<file path="src/rtl/memory_access.sv">
// memory_access: MEM pipeline stage. Drives the data-memory bus through a
// req/gnt/rvalid handshake, stalls the pipeline while an access is in flight,
// aligns store data, extends load data and registers the MEM/WB stage.
// Optional feature macro: MEM_MISALIGN_TRAP_EN. When defined, misaligned
// accesses are trapped. When undefined, they are forced to natural alignment.

package memory_access_pkg;
  typedef enum logic [3:0] {
    MEM_NOP, MEM_LB, MEM_LH, MEM_LW, MEM_LBU, MEM_LHU, MEM_SB, MEM_SH, MEM_SW
  } mem_oper_t;
endpackage

module memory_access
  import memory_access_pkg::*;
(
  input  logic        clk_i,
  input  logic        rst_i,
  input  logic [31:0] alu_result_i,
  input  logic [31:0] alu_oper2_i,
  input  mem_oper_t   mem_oper_i,
  input  logic        trap_i,
  input  logic        wb_use_mem_i,
  input  logic        write_rd_i,
  input  logic [4:0]  rd_addr_i,
  input  logic        stall_i,
  input  logic        flush_i,
  output logic        stall_o,
  output logic        dmem_req_o,
  output logic        dmem_we_o,
  output logic [3:0]  dmem_be_o,
  output logic [31:0] dmem_addr_o,
  output logic [31:0] dmem_wdata_o,
  input  logic        dmem_gnt_i,
  input  logic        dmem_rvalid_i,
  input  logic [31:0] dmem_rdata_i,
  output logic [31:0] alu_result_o,
  output logic [31:0] mem_data_o,
  output logic        wb_use_mem_o,
  output logic        write_rd_o,
  output logic [4:0]  rd_addr_o,
  output logic        trap_o
);

  // IDLE: no access in flight; REQ: request waiting for gnt;
  // WAIT: granted, waiting for rvalid; DONE: response held while stall_i
  typedef enum logic [1:0] {IDLE, REQ, WAIT, DONE} state_t;
  state_t state;

  logic        is_load, is_store, is_half, is_word;
  logic        misaligned, valid;
  logic [1:0]  off;
  logic [3:0]  be;
  logic [31:0] wdata;
  logic [31:0] rdata_buf, load_word, load_ext, nxt_mem_data;
  logic [15:0] lane;
  logic        wb_load;

  // Operation decode, alignment handling and access-valid qualification
  always_comb begin
    is_load  = mem_oper_i inside {MEM_LB, MEM_LH, MEM_LW, MEM_LBU, MEM_LHU};
    is_store = mem_oper_i inside {MEM_SB, MEM_SH, MEM_SW};
    is_half  = mem_oper_i inside {MEM_LH, MEM_LHU, MEM_SH};
    is_word  = mem_oper_i inside {MEM_LW, MEM_SW};
`ifdef MEM_MISALIGN_TRAP_EN
    misaligned = (is_half & alu_result_i[0]) |
                 (is_word & (alu_result_i[1:0] != 2'b00));
    off        = alu_result_i[1:0];
`else
    misaligned = 1'b0;
    off        = alu_result_i[1:0];
    if (is_half) off[0] = 1'b0;
    if (is_word) off = 2'b00;
`endif
    valid = (is_load | is_store) & ~trap_i & ~misaligned;
  end

  // Byte-enable and lane-replicated store data; loads use the same enables
  always_comb begin
    case (mem_oper_i)
      MEM_LB, MEM_LBU, MEM_SB: be = 4'b0001 << off;
      MEM_LH, MEM_LHU, MEM_SH: be = 4'b0011 << off;
      MEM_LW, MEM_SW:          be = 4'hF;
      default:                 be = 4'h0;
    endcase
    if (mem_oper_i == MEM_SB)      wdata = {4{alu_oper2_i[7:0]}};
    else if (mem_oper_i == MEM_SH) wdata = {2{alu_oper2_i[15:0]}};
    else                           wdata = alu_oper2_i;
  end

  // The pipeline is frozen by stall_o while pending, so the EX/MEM inputs
  // (and hence addr/be/we/wdata) stay stable until gnt.
  assign dmem_addr_o  = {alu_result_i[31:2], 2'b00};
  assign dmem_be_o    = be;
  assign dmem_we_o    = is_store;
  assign dmem_wdata_o = wdata;
  assign dmem_req_o   = ~rst_i & (((state == IDLE) & valid) | (state == REQ));
  assign stall_o      = ~rst_i & (((state == IDLE) & valid) | (state == REQ) |
                                  ((state == WAIT) & ~dmem_rvalid_i));

  // Bus handshake sequencer; one outstanding transaction
  always_ff @(posedge clk_i) begin
    if (rst_i) begin
      state <= IDLE;
    end else begin
      case (state)
        IDLE: if (valid) state <= dmem_gnt_i ? WAIT : REQ;
        REQ:  if (dmem_gnt_i) state <= WAIT;
        WAIT: if (dmem_rvalid_i) state <= stall_i ? DONE : IDLE;
        DONE: if (!stall_i) state <= IDLE;
        default: state <= IDLE;
      endcase
    end
  end

  // Keep the response word so a stalled MEM/WB can take it when DONE exits
  always_ff @(posedge clk_i) begin
    if (rst_i) rdata_buf <= 32'h0;
    else if ((state == WAIT) && dmem_rvalid_i) rdata_buf <= dmem_rdata_i;
  end

  // Load lane selection and sign/zero extension; non-loads yield zero
  always_comb begin
    load_word = (state == DONE) ? rdata_buf : dmem_rdata_i;
    lane      = 16'(load_word >> {off, 3'b000});
    case (mem_oper_i)
      MEM_LB:  load_ext = {{24{lane[7]}}, lane[7:0]};
      MEM_LBU: load_ext = {24'h0, lane[7:0]};
      MEM_LH:  load_ext = {{16{lane[15]}}, lane};
      MEM_LHU: load_ext = {16'h0, lane};
      MEM_LW:  load_ext = load_word;
      default: load_ext = 32'h0;
    endcase
  end

  // While an access is pending the MEM/WB stage is fed a bubble, so the
  // instruction reaches writeback exactly once, with its final data.
  always_comb begin
    wb_load      = 1'b0;
    nxt_mem_data = 32'h0;
    case (state)
      IDLE: wb_load = ~valid;
      WAIT: begin
        wb_load      = dmem_rvalid_i;
        nxt_mem_data = load_ext;
      end
      DONE: begin
        wb_load      = 1'b1;
        nxt_mem_data = load_ext;
      end
      default: wb_load = 1'b0;
    endcase
  end

  // MEM/WB register: flush clears, stall holds, otherwise result or bubble
  always_ff @(posedge clk_i) begin
    if (rst_i || flush_i) begin
      alu_result_o <= 32'h0;
      mem_data_o   <= 32'h0;
      wb_use_mem_o <= 1'b0;
      write_rd_o   <= 1'b0;
      rd_addr_o    <= 5'h0;
      trap_o       <= 1'b0;
    end else if (!stall_i) begin
      if (wb_load) begin
        alu_result_o <= alu_result_i;
        mem_data_o   <= nxt_mem_data;
        wb_use_mem_o <= wb_use_mem_i;
        write_rd_o   <= write_rd_i & ~misaligned;
        rd_addr_o    <= rd_addr_i;
        trap_o       <= trap_i | misaligned;
      end else begin
        alu_result_o <= 32'h0;
        mem_data_o   <= 32'h0;
        wb_use_mem_o <= 1'b0;
        write_rd_o   <= 1'b0;
        rd_addr_o    <= 5'h0;
        trap_o       <= 1'b0;
      end
    end
  end

endmodule

</file>
<file path="config.mk">
export PLATFORM = sky130hd
export DESIGN_NAME = memory_access
export DESIGN_NICKNAME = d
export VERILOG_FILES = /design/src/rtl/memory_access.sv
export SDC_FILE = /design/constraint.sdc
export NUM_CORES = 1
export LEC_CHECK = 0
export CAP_MARGIN = 20
export CORE_UTILIZATION = 42
export CTS_CLUSTER_DIAMETER = 200
export DETAILED_ROUTE_END_ITERATION = 10
export PLACE_DENSITY = 0.91
export SETUP_SLACK_MARGIN = 0.02
export SLEW_MARGIN = 10
export SYNTH_ARGS = -nofsm -noshare
export SYNTH_HDL_FRONTEND = slang
export SYNTH_SLANG_ARGS = --single-unit
</file>
<file path="constraint.sdc">
create_clock -name clk_i -period 3 [get_ports clk_i]
set_input_delay 0.6 -clock clk_i [delete_from_list [all_inputs] [get_ports clk_i]]
set_output_delay 0.6 -clock clk_i [all_outputs]
set_load 0.1 [all_outputs]
</file>
==> results of run 1 <==
-- worst min path at each step --
stage,end,slack (ns)
global route,rdata_buf[6],0.47
global placement,rdata_buf[3],0.44
floorplan,rdata_buf[7],0.43
detailed placement,rdata_buf[8],0.45
finish,rdata_buf[6],0.45
CTS,rdata_buf[8],0.46
-- cell usage after synthesis, types with 2 or more instances --
cell	n	area share, %
mux2_2	16	3.1
o22ai_1	9	0.98
o31ai_1	3	0.39
o211ai_1	2	0.26
nor3_1	3	0.26
a21oi_1	67	5.8
o221ai_2	10	2.6
nand4b_1	8	1.2
a22oi_1	41	5.4
o21ai_0	15	1.3
a31oi_1	16	1.7
o221a_2	8	1.6
nor2b_1	5	0.54
nand2b_1	3	0.33
clkbuf_1	45	2.9
mux2i_1	39	6.8
buf_1	3	0.20
and3_1	3	0.33
a211oi_1	17	2.2
buf_2	11	0.96
buf_6	2	0.39
o21ai_1	2	0.17
nand2_1	116	7.6
buf_4	40	5.2
o221ai_1	6	0.92
dfxtp_1	106	37
nor3b_1	3	0.39
nor4_1	4	0.44
nand3_1	5	0.44
inv_1	5	0.33
a21oi_2	2	0.31
nor2_1	75	4.9
-- power groups by stage --
| stage | Combinational, µW | Sequential [µW] | Clock, µW |
|---|---|---|---|
| floorplan | 783 | 1620 | 0 |
| global placement | 1340 | 1490 | 0 |
| detailed placement | 1350 | 1490 | 0 |
| CTS | 1360 | 1460 | 1100 |
| global route | 1410 | 1460 | 1160 |
| finish | 1370 | 1460 | 1080 |
-- area by class of cell --
class	count	area, µm²	area share (%)
Clock buffer	12	236	2.74
Inverter	6	22.5	0.261
Sequential cell	106	2120	24.6
Multi-Input combinational cell	497	3140	36.5
Clock inverter	3	25.0	0.290
Timing Repair Buffer	286	2850	33.1
Tap cell	176	220	2.55
-- worst reg2reg max path: cells and delay by family (launching register included) --
| family | cells | cell delay (ns) |
|---|---|---|
| mux | 1 | 0.58 |
| compound gates | 3 | 0.57 |
| buf+inv | 1 | 0.45 |
| flops | 1 | 0.40 |
| simple gates | 1 | 0.22 |
-- flip-flops by register name (all words and copies together) (netlist names) --
signal	count
alu_result_o	32
mem_data_o	32
rd_addr_o	5
rdata_buf	32
state	2
trap_o	1
wb_use_mem_o	1
write_rd_o	1
-- per-stage QoR --
| stage | worst slack [ns] | instances |
|---|---|---|
| 6_report | 0.102 | 1086 |
| 5_1_grt | -0.00880 | 1086 |
| 4_1_cts | 0.0815 | 1086 |
| 3_5_place_dp | 0.0865 | 1071 |
| 3_3_place_gp | 0.124 | 1071 |
| 2_1_floorplan | -0.464 | 710 |
-- routing by layer --
layer,wire [µm],global-route usage [%]
met3,1600,6.03
met4,488,9.10
met1,7750,33.8
met2,9460,44.0
met5,0,0
-- cell families after synthesis --
| family | Yosys count | share of synthesized area (%) |
|---|---|---|
| buffers and inverters | 107 | 10.1 |
| adder cells (fa/ha/maj) | 1 | 0.174 |
| multiplexers | 55 | 9.93 |
| flip-flops | 106 | 36.9 |
| AND/OR/NAND/NOR | 232 | 17.4 |
| other | 1 | 0.0653 |
| XOR/XNOR | 1 | 0.153 |
| AO/OA/AOI/OAI | 206 | 25.2 |
-- what timing repair did --
| action | CTS | global route |
|---|---|---|
| hold buffers | 0 | 0 |
| endpoints found under the hold margin | 0 | 0 |
| endpoints found under the setup margin | 0 | 13 |
| gates resized for setup | 0 | 4 |
==> impl_metrics.toml, run 1 <==
[route]
drcViolationCount = 0
antenna_left = 0
drtPass1Iterations = 5
wl_per_cell_um = 17.8
vias_per_cell = 5.67
drt-total-wl_um = 19300
drt_iter0_drc = 618
vias = 6157

[logic_synthesis]
synth_ff_type = "dfxtp_1"
synth_area_um2 = 5740
synth-seq-area-share_pct = 36.9
synth_enable_flop_cells = 0
yosys_warnings = 0
async_reset_ff_share_pct = 0
ys_types = 51
syn_inst = 709
synth_seq_cells = 106
avgSynthCellArea_um2 = 8.10

[placed_design]
gp_congestion = 0.908
portBuffers = 254
placed_area_um2 = 8350
detailed_place_hpwl_um = 14400

[cells_and_area]
layout-drive-gt1-share_pct = 26.5
layout_commonest_cell = "buf_4"
area_delta_synth_final_pct = 50.2
mostFrequentLayoutCells = "buf_4, nand2_1, clkdlybuf4s50_1"
final_nets = 1020
fin_util_pct = 64.9
n_antenna_cell = 0
fin_area_um2 = 8620
n_fill_cell = 1077

[power]
ir_drop_uv = 264
p_comb_share_pct = 35.0
switching_share_pct = 37.2
power_frac_seq_pct = 37.4
powerDensity_nw_per_um2 = 453
internal-power_uw = 2450
power_uw = 3900
switching_power_uw = 1450
clockPowerShare_pct = 27.6
p_leak_uw = 0.00357

[floorplan]
die_y_um = 119
start_util_pct = 43.2
die_area_um2 = 14100
rows = 42
fp.dieW_um = 119
core_um2 = 13300
io_pins = 257

[clock_tree]
htreeDepth = 3
cts_tree = "yes"
numClockSinks = 106
cts.reportedPaths.clkPinSlew_ns = 0.07
numCtsBuffers = 9
clockBufferDepth = 2
cts_root_buf = "clkbuf_16"
cts_setup_buffers = 0
clock_latency_ns = 0.35

[worst_setup_path]
path_cells = "clkdlybuf4s50_1 > nor4_1 > o31ai_2 > o21ai_0 > nor2_4 > buf_12"
cp-end-kind = "output pin"
crit_fanout = 6
crit_buf_inv = 2
r2r-end = "mem_data_o[2]"
max_stage_delay_ns = 0.51
cp_slowest_cell = "clkdlybuf4s50_1"
reg2reg_slack_ns = 0.67
crit_end = "stall_o"
startpoint_type = "input port"
r2r_start = "state[0]"
worstPathArrival_ns = 2.30
required_ns = 2.40
r2r_cells = 6
path_class = "in -> out"
path_depth = 6
setup.worst_path.start = "mem_oper_i[2]"
cp_top_family = "buffers and inverters"

[global_route]
grt_pass1_vias = 5422
grt_pass1_wl_um = 29400
overflow = 0
grt_use_total_pct = 26.5
grt_antenna_before_repair = 0
grt_max_degree = 57

[run_status]
status = "finished, final reports clean"

[hold_path]
hp-class = "reg -> reg"
holdPathStages = 2
hold_start = "rdata_buf[6]"

[sta]
hold_viol = 0
clock_skew_ns = 0.00969
timing.hold.ws_ns = 0.455
tightest_slew_ns = 0.728
slew_headroom_pct = 51.3
fmax_ghz = 0.345
setup_viol = 0
slew_viol_final = 0
finalCritPeriodShare_pct = 96.6
fin_crit_ns = 2.90
tns_ns = 0

[job]
drv_cap = 0
Power figures use the tool's default switching activity.
==> inputs of run 2 (changes only) <==
GPL_TIMING_DRIVEN = 0   (was default)
PLACE_DENSITY = 0.88   (was 0.91)
TNS_END_PERCENT = 50   (was default)
==> impl_metrics.toml, run 2 (synthesis gave the netlist of run 1 again) <==
[run_status]
status = "finished, final reports clean"

[placed_design]
dpl.cell_count = 1134
dpl_worst_slack_ns = -1.27
gp_congestion = 0.947
detailed_place_hpwl_um = 15500
portBuffers = 248

[floorplan]
rows = 42
die_y_um = 119
fp.dieW_um = 119
io_pins = 257
start_util_pct = 43.2
die_area_um2 = 14100
core_um2 = 13300

[global_route]
grt_max_degree = 18
overflow = 0
grt_pass1_wl_um = 31500
grt_pass1_vias = 5888
grt_antenna_before_repair = 1
grt_use_total_pct = 28.6

[sta]
clock_skew_ns = 0.00766
timing.hold.ws_ns = 0.456
rsz0062_at_grt = "no"
slew_viol_final = 0
fmax_ghz = 0.339
setup_viol = 0
finalCritPeriodShare_pct = 98.5
slew_headroom_pct = 29.3
tightest_slew_ns = 1.06
fin_crit_ns = 2.95
fin_ws_ns = 0.0461
hold_viol = 0

[worst_setup_path]
max_stage_delay_ns = 1.11
required_ns = 2.40
cp-end-kind = "output pin"
cp_slowest_cell = "clkdlybuf4s50_1"
path_class = "in -> out"
startpoint_type = "input port"
worstPathArrival_ns = 2.35
crit_fanout = 2
crit_path_frequent_cell = "clkdlybuf4s50_1"
path_cells = "clkdlybuf4s50_1 > buf_4 > clkdlybuf4s50_1"

[cells_and_area]
area_delta_synth_final_pct = 52.8
regArea_um2 = 2120
instances_no_fill = 1154
final_nets = 1086
multiInputGateArea_um2 = 3140
top_regs = "alu_result_o: 32 flops, mem_data_o: 32 flops, rdata_buf: 32 flops"
layout_commonest_cell = "clkdlybuf4s50_1"
mostFrequentLayoutCells = "clkdlybuf4s50_1, nand2_1, dfxtp_1"
n_fill_cell = 1118
layout-drive-gt1-share_pct = 18.1

[clock_tree]
cts_root_buf = "clkbuf_16"
holdBufCountCts = 0
htreeDepth = 3
cts_tree = "yes"
cts.reportedPaths.clkPinSlew_ns = 0.07
numCtsBuffers = 9
numClockSinks = 106
clock_latency_ns = 0.36
clockBufferDepth = 2

[power]
clockPowerShare_pct = 28.8
p_comb_share_pct = 33.8
powerDensity_nw_per_um2 = 443
power_uw = 3890
ir_drop_uv = 287
p_leak_uw = 0.00342
internal-power_uw = 2400
switching_share_pct = 38.2
switching_power_uw = 1490
power_frac_seq_pct = 37.5

[route]
wl_per_cell_um = 17.7
vias_per_cell = 5.53
drt_iter0_drc = 599
drcViolationCount = 0
antenna_left = 0
drtPass1Iterations = 5
drt-total-wl_um = 20400
vias = 6387

[hold_path]
hp-class = "reg -> reg"

[job]
drv_cap = 0
[run 2: final cells by class]
type	instances	share of cell area (%)
antenna	1	0.0285
buffer	101	6.54
clock buffer	10	2.61
clock inverter	6	0.485
inverter	6	0.257
multi-input combinational	497	35.8
sequential	106	24.2
tap	176	2.51
timing repair buffer	251	27.6
[run 2: power by group through the flow]
stage	combinational [µW]	sequential, µW	clock, µW
after floorplan	779	1620	0
after global placement	1300	1490	0
after detailed placement	1300	1490	0
after CTS	1300	1460	1130
after global routing	1370	1460	1190
final	1310	1460	1120
[run 2: what timing repair did]
| item | CTS | global route |
|---|---|---|
| pin swaps | 1 | 2 |
| setup endpoints to repair | 39 | 37 |
| cloned | 0 | 0 |
| resized for setup | 185 | 24 |
| buffers inserted | 2 | 1 |
[run 2: path summary, 6_finish.rpt]
path         slack [ns]               to             start  cells after the start
max reg2reg        0.35   mem_data_o[28]          state[0]                      7
min reg2reg        0.46    rdata_buf[26]     rdata_buf[26]                      2
min                0.46    rdata_buf[26]     rdata_buf[26]                      2
max                0.05  dmem_addr_o[12]  alu_result_i[12]                      3
[run 2: worst max-delay path, delay by kind of cell]
family	cells	cell delay [ns]
buffers and inverters	3	1.75
[run 2: stage by stage]
stage / instance area, µm² / TNS [ns] / utilization, %
after floorplan: 5810 / -3.27 / -
after global placement: 8510 / -33.10 / 64.0
after detailed placement: 8510 / -34.21 / 64.0
after CTS: 8730 / 0 / 65.7
after global routing: 8780 / 0 / 66.0
final: 8780 / 0 / 66.0
[run 2: routing by layer]
metal,track usage (%),up-vias,part of all wire [%]
li1,-,3043,-
met1,35.8,2940,40
met2,47.0,349,48
met3,6.13,55,8.2
met4,13.1,0,3.6
met5,0,-,0
==> inputs of run 3 (changes only) <==
ABC_AREA = 1   (was default)
CORE_UTILIZATION = 43   (was 42)
==> impl_metrics.toml, run 3 <==
[hold_path]
hold_start = "rdata_buf[3]"
holdPathStages = 2
hp-class = "reg -> reg"
hold_end = "rdata_buf[3]"

[route]
drt_iter0_drc = 661
top_layer_used = "met4"
wl_per_cell_um = 14.5
drcViolationCount = 0
vias_per_cell = 5.01
drt-total-wl_um = 20800
drtPass1Iterations = 5
dr_wl_met3_um = 1530
vias = 7179
antenna_left = 0
drt-met1-wl_um = 8970
met2WireLength_um = 9750

[clock_tree]
holdBufCountCts = 0
cts_root_buf = "clkbuf_16"
numClockSinks = 106
clock_latency_ns = 0.34
cts.reportedPaths.clkPinSlew_ns = 0.07
cts_tree = "yes"
numCtsBuffers = 9
clockBufferDepth = 2
htreeDepth = 3

[cells_and_area]
layout_commonest_cell = "nand2_1"
layout-drive-gt1-share_pct = 12.5
n_antenna_cell = 0
instances_no_fill = 1434
final_nets = 1363
top_regs = "alu_result_o: 32 flops, mem_data_o: 32 flops, rdata_buf: 32 flops"
mostFrequentLayoutCells = "nand2_1, clkdlybuf4s50_1, a21oi_1, dfxtp_1, inv_1"
area_delta_synth_final_pct = 54.0

[worst_setup_path]
worstPathArrival_ns = 2.37
crit_fanout = 3
crit_path_frequent_cell = "clkdlybuf4s50_1"
cp-end-kind = "output pin"
required_ns = 2.40
r2r_cells = 10
r2r_start = "state[0]"
r2r-end = "mem_data_o[13]"
cp_slowest_cell = "clkdlybuf4s50_1"
reg2reg_slack_ns = 0.63
path_cells = "clkdlybuf4s50_1 > buf_4 > clkdlybuf4s50_1"
startpoint_type = "input port"
path_class = "in -> out"
max_stage_delay_ns = 1.12

[logic_synthesis]
synth_area_um2 = 6080
avgSynthCellArea_um2 = 6.21
synth_seq_cells = 106
yosysTopAreaCell = "dfxtp_1"
synth_common_cells = "nand2_1, a21oi_1, dfxtp_1"
synth_ff_type = "dfxtp_1"
synth_enable_flop_cells = 0
async_reset_ff_share_pct = 0
synth.most_common_cell = "nand2_1"
yosys_warnings = 0
synth_top_area_share_pct = 34.9
ys_types = 28
synthTopCellsByArea = "dfxtp_1, nand2_1, a21oi_1"
syn_inst = 979
synth-seq-area-share_pct = 34.9

[power]
p_leak_uw = 0.00398
switching_share_pct = 38.2
switching_power_uw = 1710
power_frac_seq_pct = 33.6
internal-power_uw = 2770
p_comb_share_pct = 37.4
ir_drop_uv = 363
powerDensity_nw_per_um2 = 478
clockPowerShare_pct = 29.0

[global_route]
grt_use_total_pct = 28.3
grt_max_degree = 20
grt_pass1_vias = 6490
grt_antenna_before_repair = 0
grt_pass1_wl_um = 32800
overflow = 0

[run_status]
status = "finished, final reports clean"

[sta]
fin_ws_ns = 0.0288
setup_viol = 0
fmax_ghz = 0.337
tightest_slew_ns = 1.03
rsz0062_at_grt = "yes"
hold_viol = 0
finalCritPeriodShare_pct = 99.0
slew_headroom_pct = 31.0
clock_skew_ns = 0.00951
slew_viol_final = 0
fin_crit_ns = 2.97

[floorplan]
io_pins = 257
fp.dieW_um = 121
core_um2 = 13800
die_y_um = 121
start_util_pct = 44.0
rows = 43
die_area_um2 = 14600

[placed_design]
dpl.cell_count = 1413
dpl_worst_slack_ns = -1.60
portBuffers = 253
detailed_place_hpwl_um = 16300
gp_congestion = 0.949

[job]
drv_cap = 0
-- run 3: critical path, delay by kind of cell --
family / cells / cell delay (ns)
buffers and inverters: 3 / 1.76
-- run 3: logic make-up after synthesis --
kind of cell | after synthesis | share of synthesized area [%]
flops | 106 | 34.9
simple gates | 474 | 32.4
buf+inv | 203 | 16.1
compound gates | 195 | 16.5
other cells | 1 | 0.0617
-- run 3: repair_timing --
action	CTS	global route
setup buffers	7	0
setup endpoints to repair	32	12
pin swaps	6	1
gates resized for setup	178	9
-- run 3: worst max path at each step --
stage	endpoint	slack (ns)	from	cells after the start
2_1_floorplan	dmem_be_o[0]	-0.35	mem_oper_i[2]	8
3_3_place_gp	stall_o	-1.55	mem_oper_i[1]	11
3_5_place_dp	stall_o	-1.60	mem_oper_i[1]	11
4_1_cts	dmem_wdata_o[0]	0.01	alu_oper2_i[0]	3
5_1_grt	dmem_addr_o[24]	0.01	alu_result_i[24]	3
6_report	dmem_wdata_o[4]	0.03	alu_oper2_i[4]	3
-- run 3: power groups by stage --
| stage | sequential, µW | combinational (µW) | clock (µW) |
|---|---|---|---|
| final | 1510 | 1670 | 1300 |
| after global routing | 1510 | 1770 | 1370 |
| after CTS | 1500 | 1660 | 1310 |
| after detailed placement | 1540 | 1620 | 0 |
| after global placement | 1530 | 1600 | 0 |
| after floorplan | 1700 | 979 | 0 |
-- run 3: final cells by class --
cell class	instances	area, µm²
Fill cell	1196	4460
Clock buffer	13	260
Sequential cell	106	2120
Clock inverter	3	68.8
Inverter	99	378
Tap cell	180	225
Buffer	102	608
Multi-Input combinational cell	671	3110
Timing Repair Buffer	260	2590
-- run 3: routing by layer --
layer / GRT usage [%] / up-vias
met3: 5.08 / 43
met5: 1.84 / -
met4: 10.0 / 0
li1: - / 3607
met1: 37.8 / 3224
met2: 45.5 / 305
-- run 3: per-stage QoR --
| step | hold WS (ns) | total power [µW] | util [%] | instance area [µm²] | setup TNS, ns |
|---|---|---|---|---|---|
| finish | 0.445 | 4480 | 67.7 | 9360 | 0 |
| global route | 0.473 | 4650 | 67.7 | 9360 | 0 |
| detailed placement | 0.438 | 3160 | 64.3 | 8900 | -29.91 |
| global placement | 0.432 | 3130 | 64.3 | 8900 | -28.56 |
| floorplan | 0.424 | 2680 | - | 6140 | -1.35 |
| CTS | 0.448 | 4470 | 67.7 | 9360 | 0 |
